`config.mk`:
```
export PLATFORM = sky130hd
export DESIGN_NAME = v_uesprit_doa
export DESIGN_NICKNAME = d
export VERILOG_FILES = /design/src/rtl/v_uesprit_doa.sv
export SDC_FILE = /design/constraint.sdc
export NUM_CORES = 1
export LEC_CHECK = 0
export BUFFER_PORTS_ARGS = -buffer_cell sky130_fd_sc_hd__buf_2
export CAP_MARGIN = 20
export CORE_ASPECT_RATIO = 0.6
export CORE_MARGIN = 1.5
export CORE_UTILIZATION = 35
export CTS_BUF_LIST = sky130_fd_sc_hd__clkbuf_4 sky130_fd_sc_hd__clkbuf_8
export DETAILED_ROUTE_END_ITERATION = 10
export GPL_TIMING_DRIVEN = 0
export SLEW_MARGIN = 20
export SYNTH_ARGS = -nofsm -noshare
export SYNTH_HDL_FRONTEND = slang
export SYNTH_SLANG_ARGS = --single-unit
```
`constraint.sdc`:
```
create_clock -name clk -period 6.4 [get_ports clk]
set_input_delay 0.64 -clock clk [delete_from_list [all_inputs] [get_ports clk]]
set_output_delay 0.64 -clock clk [all_outputs]
set_load 0.05 [all_outputs]
```
`src/rtl/v_uesprit_doa.sv`:
```
// v_uesprit_doa: picks the dominant eigenvector and runs an iterative vectoring CORDIC to give atan2(y, x).
// Build macro DOA_MAG_OUT_EN adds a gain-corrected magnitude output and one extra pipeline cycle.
module v_uesprit_doa #(
    parameter int DIN_WIDTH  = 16,
    parameter int DIN_POINT  = 13,
    parameter int ITERS      = 14,
    parameter int DOUT_WIDTH = 16,
    parameter int DOUT_POINT = 13
) (
    input  logic                  clk,
    input  logic                  rst_n,
    input  logic [DIN_WIDTH-1:0]  lamb1,
    input  logic [DIN_WIDTH-1:0]  lamb2,
    input  logic [DIN_WIDTH-1:0]  eigen1_y,
    input  logic [DIN_WIDTH-1:0]  eigen2_y,
    input  logic [DIN_WIDTH-1:0]  eigen_x,
    input  logic                  din_valid,
    output logic [DOUT_WIDTH-1:0] angle,
    output logic [DIN_WIDTH-1:0]  lamb_max,
    output logic [DIN_WIDTH-1:0]  lamb_min,
    output logic                  sel,
    output logic                  zero_vec,
    output logic                  dout_valid,
    output logic                  busy,
    output logic                  din_drop
`ifdef DOA_MAG_OUT_EN
    ,
    output logic [DIN_WIDTH-1:0]  mag
`endif
);
    localparam int XW  = DIN_WIDTH + 2;
    localparam int ZW  = DOUT_WIDTH + 1;
    localparam int QSH = 30 - DOUT_POINT;
    localparam logic [4:0] LAST_IT = 5'(ITERS - 1);
    localparam logic [63:0] PI_Q30 = 64'd3373259426;
    localparam logic signed [ZW-1:0] PI_Z = ZW'((PI_Q30 + (64'd1 << (QSH - 1))) >> QSH);

    if (ITERS < 8 || ITERS > 16 || DIN_POINT >= DIN_WIDTH || DOUT_WIDTH - DOUT_POINT < 3) begin : g_param_check
        $error("v_uesprit_doa: illegal parameter set");
    end

    typedef enum logic [2:0] {
        S_IDLE = 3'd0,
        S_PRE  = 3'd1,
        S_ITER = 3'd2,
        S_MUL  = 3'd3,
        S_DONE = 3'd4
    } state_t;

    // atan(2^-i) held with 30 fraction bits, rounded to the angle's fraction width on use
    function automatic logic [ZW-1:0] atan_q(input logic [4:0] i);
        logic [31:0] c;
        case (i)
            5'd0:    c = 32'd843314857;
            5'd1:    c = 32'd497837830;
            5'd2:    c = 32'd263043837;
            5'd3:    c = 32'd133525159;
            5'd4:    c = 32'd67021687;
            5'd5:    c = 32'd33543516;
            5'd6:    c = 32'd16775851;
            5'd7:    c = 32'd8388438;
            5'd8:    c = 32'd4194283;
            5'd9:    c = 32'd2097149;
            5'd10:   c = 32'd1048576;
            5'd11:   c = 32'd524288;
            5'd12:   c = 32'd262144;
            5'd13:   c = 32'd131072;
            5'd14:   c = 32'd65536;
            5'd15:   c = 32'd32768;
            default: c = 32'd0;
        endcase
        return ZW'((c + (32'd1 << (QSH - 1))) >> QSH);
    endfunction

    function automatic logic [DOUT_WIDTH-1:0] sat_angle(input logic signed [ZW-1:0] z);
        logic [DOUT_WIDTH-1:0] r;
        if (z[ZW-1] != z[ZW-2]) begin
            r = z[ZW-1] ? {1'b1, {(DOUT_WIDTH-1){1'b0}}} : {1'b0, {(DOUT_WIDTH-1){1'b1}}};
        end else begin
            r = z[DOUT_WIDTH-1:0];
        end
        return r;
    endfunction

    state_t state_r, state_nx_s;
    logic [4:0] iter_r;
    logic signed [XW-1:0] x_r, y_r, xsh_s, ysh_s, x_nx_s, y_nx_s;
    logic signed [ZW-1:0] z_r, z_nx_s, at_s, fin_z_s;
    logic [DIN_WIDTH-1:0] lmax_r, lmin_r, y_in_s;
    logic sel_r, zero_r, sel_in_s;
    logic accept_s, drop_s, fin_s, last_s, busy_nx_s, d_s;

    assign sel_in_s = ($signed(lamb1) < $signed(lamb2));
    assign y_in_s   = sel_in_s ? eigen2_y : eigen1_y;
    assign last_s   = (iter_r == LAST_IT);

    // Next-state and control strobes
    always_comb begin
        state_nx_s = state_r;
        accept_s   = 1'b0;
        drop_s     = 1'b0;
        fin_s      = 1'b0;
        case (state_r)
            S_IDLE, S_DONE: begin
                if (din_valid) begin
                    accept_s   = 1'b1;
                    state_nx_s = S_PRE;
                end else begin
                    state_nx_s = S_IDLE;
                end
            end
            S_PRE: begin
                drop_s     = din_valid;
                state_nx_s = S_ITER;
            end
            S_ITER: begin
                drop_s = din_valid;
                if (last_s) begin
`ifdef DOA_MAG_OUT_EN
                    state_nx_s = S_MUL;
`else
                    state_nx_s = S_DONE;
                    fin_s      = 1'b1;
`endif
                end else begin
                    state_nx_s = S_ITER;
                end
            end
            S_MUL: begin
                drop_s     = din_valid;
                fin_s      = 1'b1;
                state_nx_s = S_DONE;
            end
            default: state_nx_s = S_IDLE;
        endcase
        busy_nx_s = (state_nx_s == S_PRE) || (state_nx_s == S_ITER) || (state_nx_s == S_MUL);
    end

    // One CORDIC vectoring micro-rotation driving y toward zero
    always_comb begin
        d_s   = y_r[XW-1];
        xsh_s = x_r >>> iter_r;
        ysh_s = y_r >>> iter_r;
        at_s  = $signed(atan_q(iter_r));
        if (d_s) begin
            x_nx_s = x_r - ysh_s;
            y_nx_s = y_r + xsh_s;
            z_nx_s = z_r - at_s;
        end else begin
            x_nx_s = x_r + ysh_s;
            y_nx_s = y_r - xsh_s;
            z_nx_s = z_r + at_s;
        end
    end

`ifdef DOA_MAG_OUT_EN
    assign fin_z_s = z_r;
`else
    assign fin_z_s = z_nx_s;
`endif

    // State register
    always_ff @(posedge clk or negedge rst_n) begin
        if (!rst_n) begin
            state_r <= S_IDLE;
        end else begin
            state_r <= state_nx_s;
        end
    end

    // Datapath: latch on accept, half-plane fold in PRE, rotate in ITER
    always_ff @(posedge clk or negedge rst_n) begin
        if (!rst_n) begin
            x_r    <= '0;
            y_r    <= '0;
            z_r    <= '0;
            iter_r <= 5'd0;
            lmax_r <= '0;
            lmin_r <= '0;
            sel_r  <= 1'b0;
            zero_r <= 1'b0;
        end else if (accept_s) begin
            x_r    <= {{2{eigen_x[DIN_WIDTH-1]}}, eigen_x};
            y_r    <= {{2{y_in_s[DIN_WIDTH-1]}}, y_in_s};
            z_r    <= '0;
            iter_r <= 5'd0;
            lmax_r <= sel_in_s ? lamb2 : lamb1;
            lmin_r <= sel_in_s ? lamb1 : lamb2;
            sel_r  <= sel_in_s;
            zero_r <= (eigen_x == '0) && (y_in_s == '0);
        end else if (state_r == S_PRE) begin
            iter_r <= 5'd0;
            if (x_r[XW-1]) begin
                // z picks +pi/-pi from the original y sign so the result lands in the right half-plane
                x_r <= -x_r;
                y_r <= -y_r;
                z_r <= y_r[XW-1] ? -PI_Z : PI_Z;
            end else begin
                z_r <= '0;
            end
        end else if (state_r == S_ITER) begin
            x_r    <= x_nx_s;
            y_r    <= y_nx_s;
            z_r    <= z_nx_s;
            iter_r <= iter_r + 5'd1;
        end
    end

    // Registered result and status outputs
    always_ff @(posedge clk or negedge rst_n) begin
        if (!rst_n) begin
            angle      <= '0;
            lamb_max   <= '0;
            lamb_min   <= '0;
            sel        <= 1'b0;
            zero_vec   <= 1'b0;
            dout_valid <= 1'b0;
            busy       <= 1'b0;
            din_drop   <= 1'b0;
        end else begin
            dout_valid <= fin_s;
            busy       <= busy_nx_s;
            din_drop   <= drop_s;
            if (fin_s) begin
                angle    <= zero_r ? '0 : sat_angle(fin_z_s);
                lamb_max <= lmax_r;
                lamb_min <= lmin_r;
                sel      <= sel_r;
                zero_vec <= zero_r;
            end
        end
    end

`ifdef DOA_MAG_OUT_EN
    localparam logic [16:0] INV_GAIN = 17'd39797;  // 0.60725 in Q16
    localparam logic signed [XW+17:0] MAG_MAX = (XW+18)'((64'd1 << (DIN_WIDTH - 1)) - 64'd1);
    logic signed [XW+17:0] mag_prod_s, mag_rnd_s;

    // Remove the CORDIC gain from the final x
    always_comb begin
        mag_prod_s = x_r * $signed({1'b0, INV_GAIN});
        mag_rnd_s  = (mag_prod_s + $signed({{(XW+2){1'b0}}, 16'h8000})) >>> 16;
    end

    // Registered magnitude, updated with the angle
    always_ff @(posedge clk or negedge rst_n) begin
        if (!rst_n) begin
            mag <= '0;
        end else if (fin_s) begin
            if (mag_rnd_s > MAG_MAX) begin
                mag <= MAG_MAX[DIN_WIDTH-1:0];
            end else begin
                mag <= mag_rnd_s[DIN_WIDTH-1:0];
            end
        end
    end
`endif
endmodule

```
==> summary.txt <==
Run status
  • Outcome: finished, final reports clean

Global routing
  • Initial antenna violation count: 3
  • Global Route Usage Sum: 0.277
  • Global-route wire length before repair: 83.4 mm
  • Largest net degree at the start of global routing: 88
  • Vias in the first global route: 13,200
  • Grt ovf: 0

Cells and area
  • NumNets Final: 2,011
  • Commonest non-fill, non-tap cell in the layout: nand2_1
  • Area grow syn2layout: 15.6%
  • Commonest non-fill, non-tap cells in the layout: nand2_1, o21ai_0, dfrtp_1, buf_2, nor2_1
  • Share of post-route cells with drive strength above 1: 0.173
  • FILL cells: 4,078

Route
  • Via Count: 14,200
  • Drt first-iter violations: 1,627
  • Post-route DRC violation count: 0
  • DRT Pass-1 Iters: 6
  • Vias/cell: 5.97
  • Antenna Nets Post-Route: 0
  • DR WL/cell: 23.6 µm
  • Routed WL: 56.3 mm

Synthesis
  • Synth Area in XOR/XNOR: 0.0605
  • Synth warnings: 0
  • Adder-Cell Fraction of Synth Area: 0.0788
  • Largest area contributor in the netlist: dfrtp_1
  • Yosys cell types: 92
  • Synth Register Bits: 148
  • Post-synthesis simple-gate area fraction: 0.207
  • Synth top area share: 0.269
  • Mux contribution to synthesized area: 0.113
  • Largest family of logic cells by synthesized area: compound AO/OA/AOI/OAI gates
  • Register area share after synthesis: 0.269
  • Area contributors post-synth: dfrtp_1, nand2_1, ha_1
  • Syn_nets: 1,838
  • Top FF cell, synth: dfrtp_1
  • Synth Cell Area: 13,800 µm²
  • Compound-Gate Fraction of Synth Area: 0.224
  • Avg Inst Size Synth: 8.25 µm²
  • Asr flop ratio synth: 1.00
  • Post-synth EDFFs: 0
  • Post-Syn Instances: 1,670

Die
  • Die Y: 157 µm
  • Die Area: 40,600 µm²
  • Die width: 259 µm
  • Row count: 56
  • I/O Pins: 136
  • Initial Util: 0.354
  • Core area: 39,000 µm²

Timing
  • Relative slew slack: 0.182
  • Setup skew after layout: 0.0261 ns
  • Unrepaired setup endpoints after global routing: no
  • Setup violators final: 0
  • FMAX: 164 MHz
  • Hold WS: 0.0634 ns
  • Final Hold Viols: 0
  • Period minus WS final: 6.10 ns
  • Period utilization: 0.953
  • Final number of max-transition violations: 0
  • Actual slew at the worst max-slew pin: 1.23 ns
  • Final setup TNS: 0 ns

CTS
  • Root Buffer: clkbuf_8
  • Total CTS buffers: 17
  • CTS H-tree depth: 4
  • CTS max path bufs: 2
  • Num Clock Sinks: 148
  • Later-pin clock latency in the skew report: 0.53 ns
  • CTS tree: done
  • Clock-pin transition on the worst setup and hold timing paths: 0.10 ns

Critical path
  • CP startpoint kind: register
  • Worst EP required: 6.79 ns
  • Critical path class: reg -> reg
  • Critical path arrival: 6.49 ns
  • Critical Path End Type: register
  • R2R setup slack: 0.30 ns
  • Worst R2R Start: iter_r[0]$_DFFE_PN0N_
  • Critical path fanouts, max: 10
  • Reg2reg path depth: 27
  • Capture point of the worst reg-to-reg path: angle[14]$_DFFE_PN0P_

Job
  • Max Cap Violations: 0

Place
  • PortBufs: 135
  • Gp weighted congestion: 1.02
  • DP HPWL: 44.5 mm

Hold path
  • Hold WC Path Type: in -> async
==> worst max path at each step <==
stage / from / end / slack, ns
6_report: iter_r[0]$_DFFE_PN0N_ / angle[14]$_DFFE_PN0P_ / 0.30
5_1_grt: iter_r[2]$_DFFE_PN0N_ / angle[14]$_DFFE_PN0P_ / 0.02
4_1_cts: iter_r[0]$_DFFE_PN0N_ / angle[13]$_DFFE_PN0P_ / 0.01
3_5_place_dp: iter_r[2]$_DFFE_PN0N_ / angle[8]$_DFFE_PN0P_ / -1.47
3_3_place_gp: iter_r[2]$_DFFE_PN0N_ / angle[13]$_DFFE_PN0P_ / -1.48
2_1_floorplan: iter_r[2]$_DFFE_PN0N_ / angle[10]$_DFFE_PN0P_ / 0.28
==> cell type report <==
cell class / instances / area, µm² / area share
clock buffers: 17 / 234 / 0.0147
plain buffers: 104 / 503 / 0.0316
inverters: 48 / 190 / 0.0119
well taps: 522 / 653 / 0.0410
diodes: 3 / 7.51 / 0.000471
clock inverters: 15 / 205 / 0.0129
repair buffers: 156 / 863 / 0.0542
flip-flops and latches: 148 / 3710 / 0.233
multi-input cells: 1368 / 9570 / 0.601
==> metrics by stage <==
stage	instance area, µm²	util	instances	worst slack, ns
3_5_place_dp	15200	0.389	2328	-1.47
5_1_grt	15900	0.409	2380	0.0169
4_1_cts	15700	0.403	2368	0.0118
6_report	15900	0.409	2381	0.300
2_1_floorplan	13800	-	1670	0.280
3_3_place_gp	15100	0.388	2327	-1.48
==> kinds of logic (layout without fill, tap and decap cells) <==
logic type	count (synthesis)	count (layout)
muxes	113	113
xor gates and xnor gates	92	92
other	0	3
adders and majority gates	85	85
and+or+nand+nor	608	608
AOI/OAI and AO/OA	470	470
DFF	148	148
buffers and inverters	154	340
==> synthesized netlist by cell type (31+ instances only) <==
cell type	number
mux4_2	31
o21ai_0	149
inv_1	43
xor2_1	38
nor2_1	99
nor3_1	54
ha_1	82
dfrtp_1	148
mux2i_1	71
xnor2_1	52
a21oi_1	76
clkbuf_1	78
nand2_1	275
==> state kept, by name (all words and copies together) (netlist names) <==
signal      count
x_r            18
y_r            18
z_r            17
angle          16
lamb_max       16
lamb_min       16
lmax_r         16
lmin_r         16
iter_r          5
state_r         3
busy            1
din_drop        1
dout_valid      1
sel             1
sel_r           1
zero_r          1
zero_vec        1
==> worst max-delay path, stage by stage (launching register included) <==
cell and delay, ns:
dfrtp_2 0.45, buf_12 0.12, buf_8 0.14, clkinvlp_4 0.13
buf_4 0.16, ha_1 0.18, or3b_4 0.38, a21oi_4 0.20
nand3_2 0.14, or4_4 0.58, mux2_4 0.33, and2_1 0.18
a31o_2 0.29, xor2_1 0.18, ha_1 0.25, a21o_1 0.21
nor3_1 0.15, nand3_1 0.13, a31o_2 0.27, a21oi_2 0.20
xor2_2 0.21, inv_1 0.10, ha_4 0.30, nor3_4 0.05
buf_4 0.18, buf_4 0.15, a221oi_2 0.20, o21ai_1 0.09
==> metal layers <==
layer | vias up | track usage | part of all wire | routed length [µm]
li1 | 6486 | - | - | -
met2 | 730 | 0.350 | 0.37 | 21100
met3 | 44 | 0.116 | 0.14 | 7680
met4 | 2 | 0.0584 | 0.013 | 720
met1 | 6941 | 0.421 | 0.47 | 26600
met5 | - | 0.0254 | 0.0025 | 143
==> what timing repair did <==
item,4_1_cts,5_1_grt
hold buffers,0,0
setup buffers,9,11
pin swaps,1,15
endpoints found under the setup margin,20,21
gates resized for setup,18,35
cloned,0,0
Power is not shown: default switching activity piles up to over one toggle a cycle in this logic, so the estimate is an artifact.
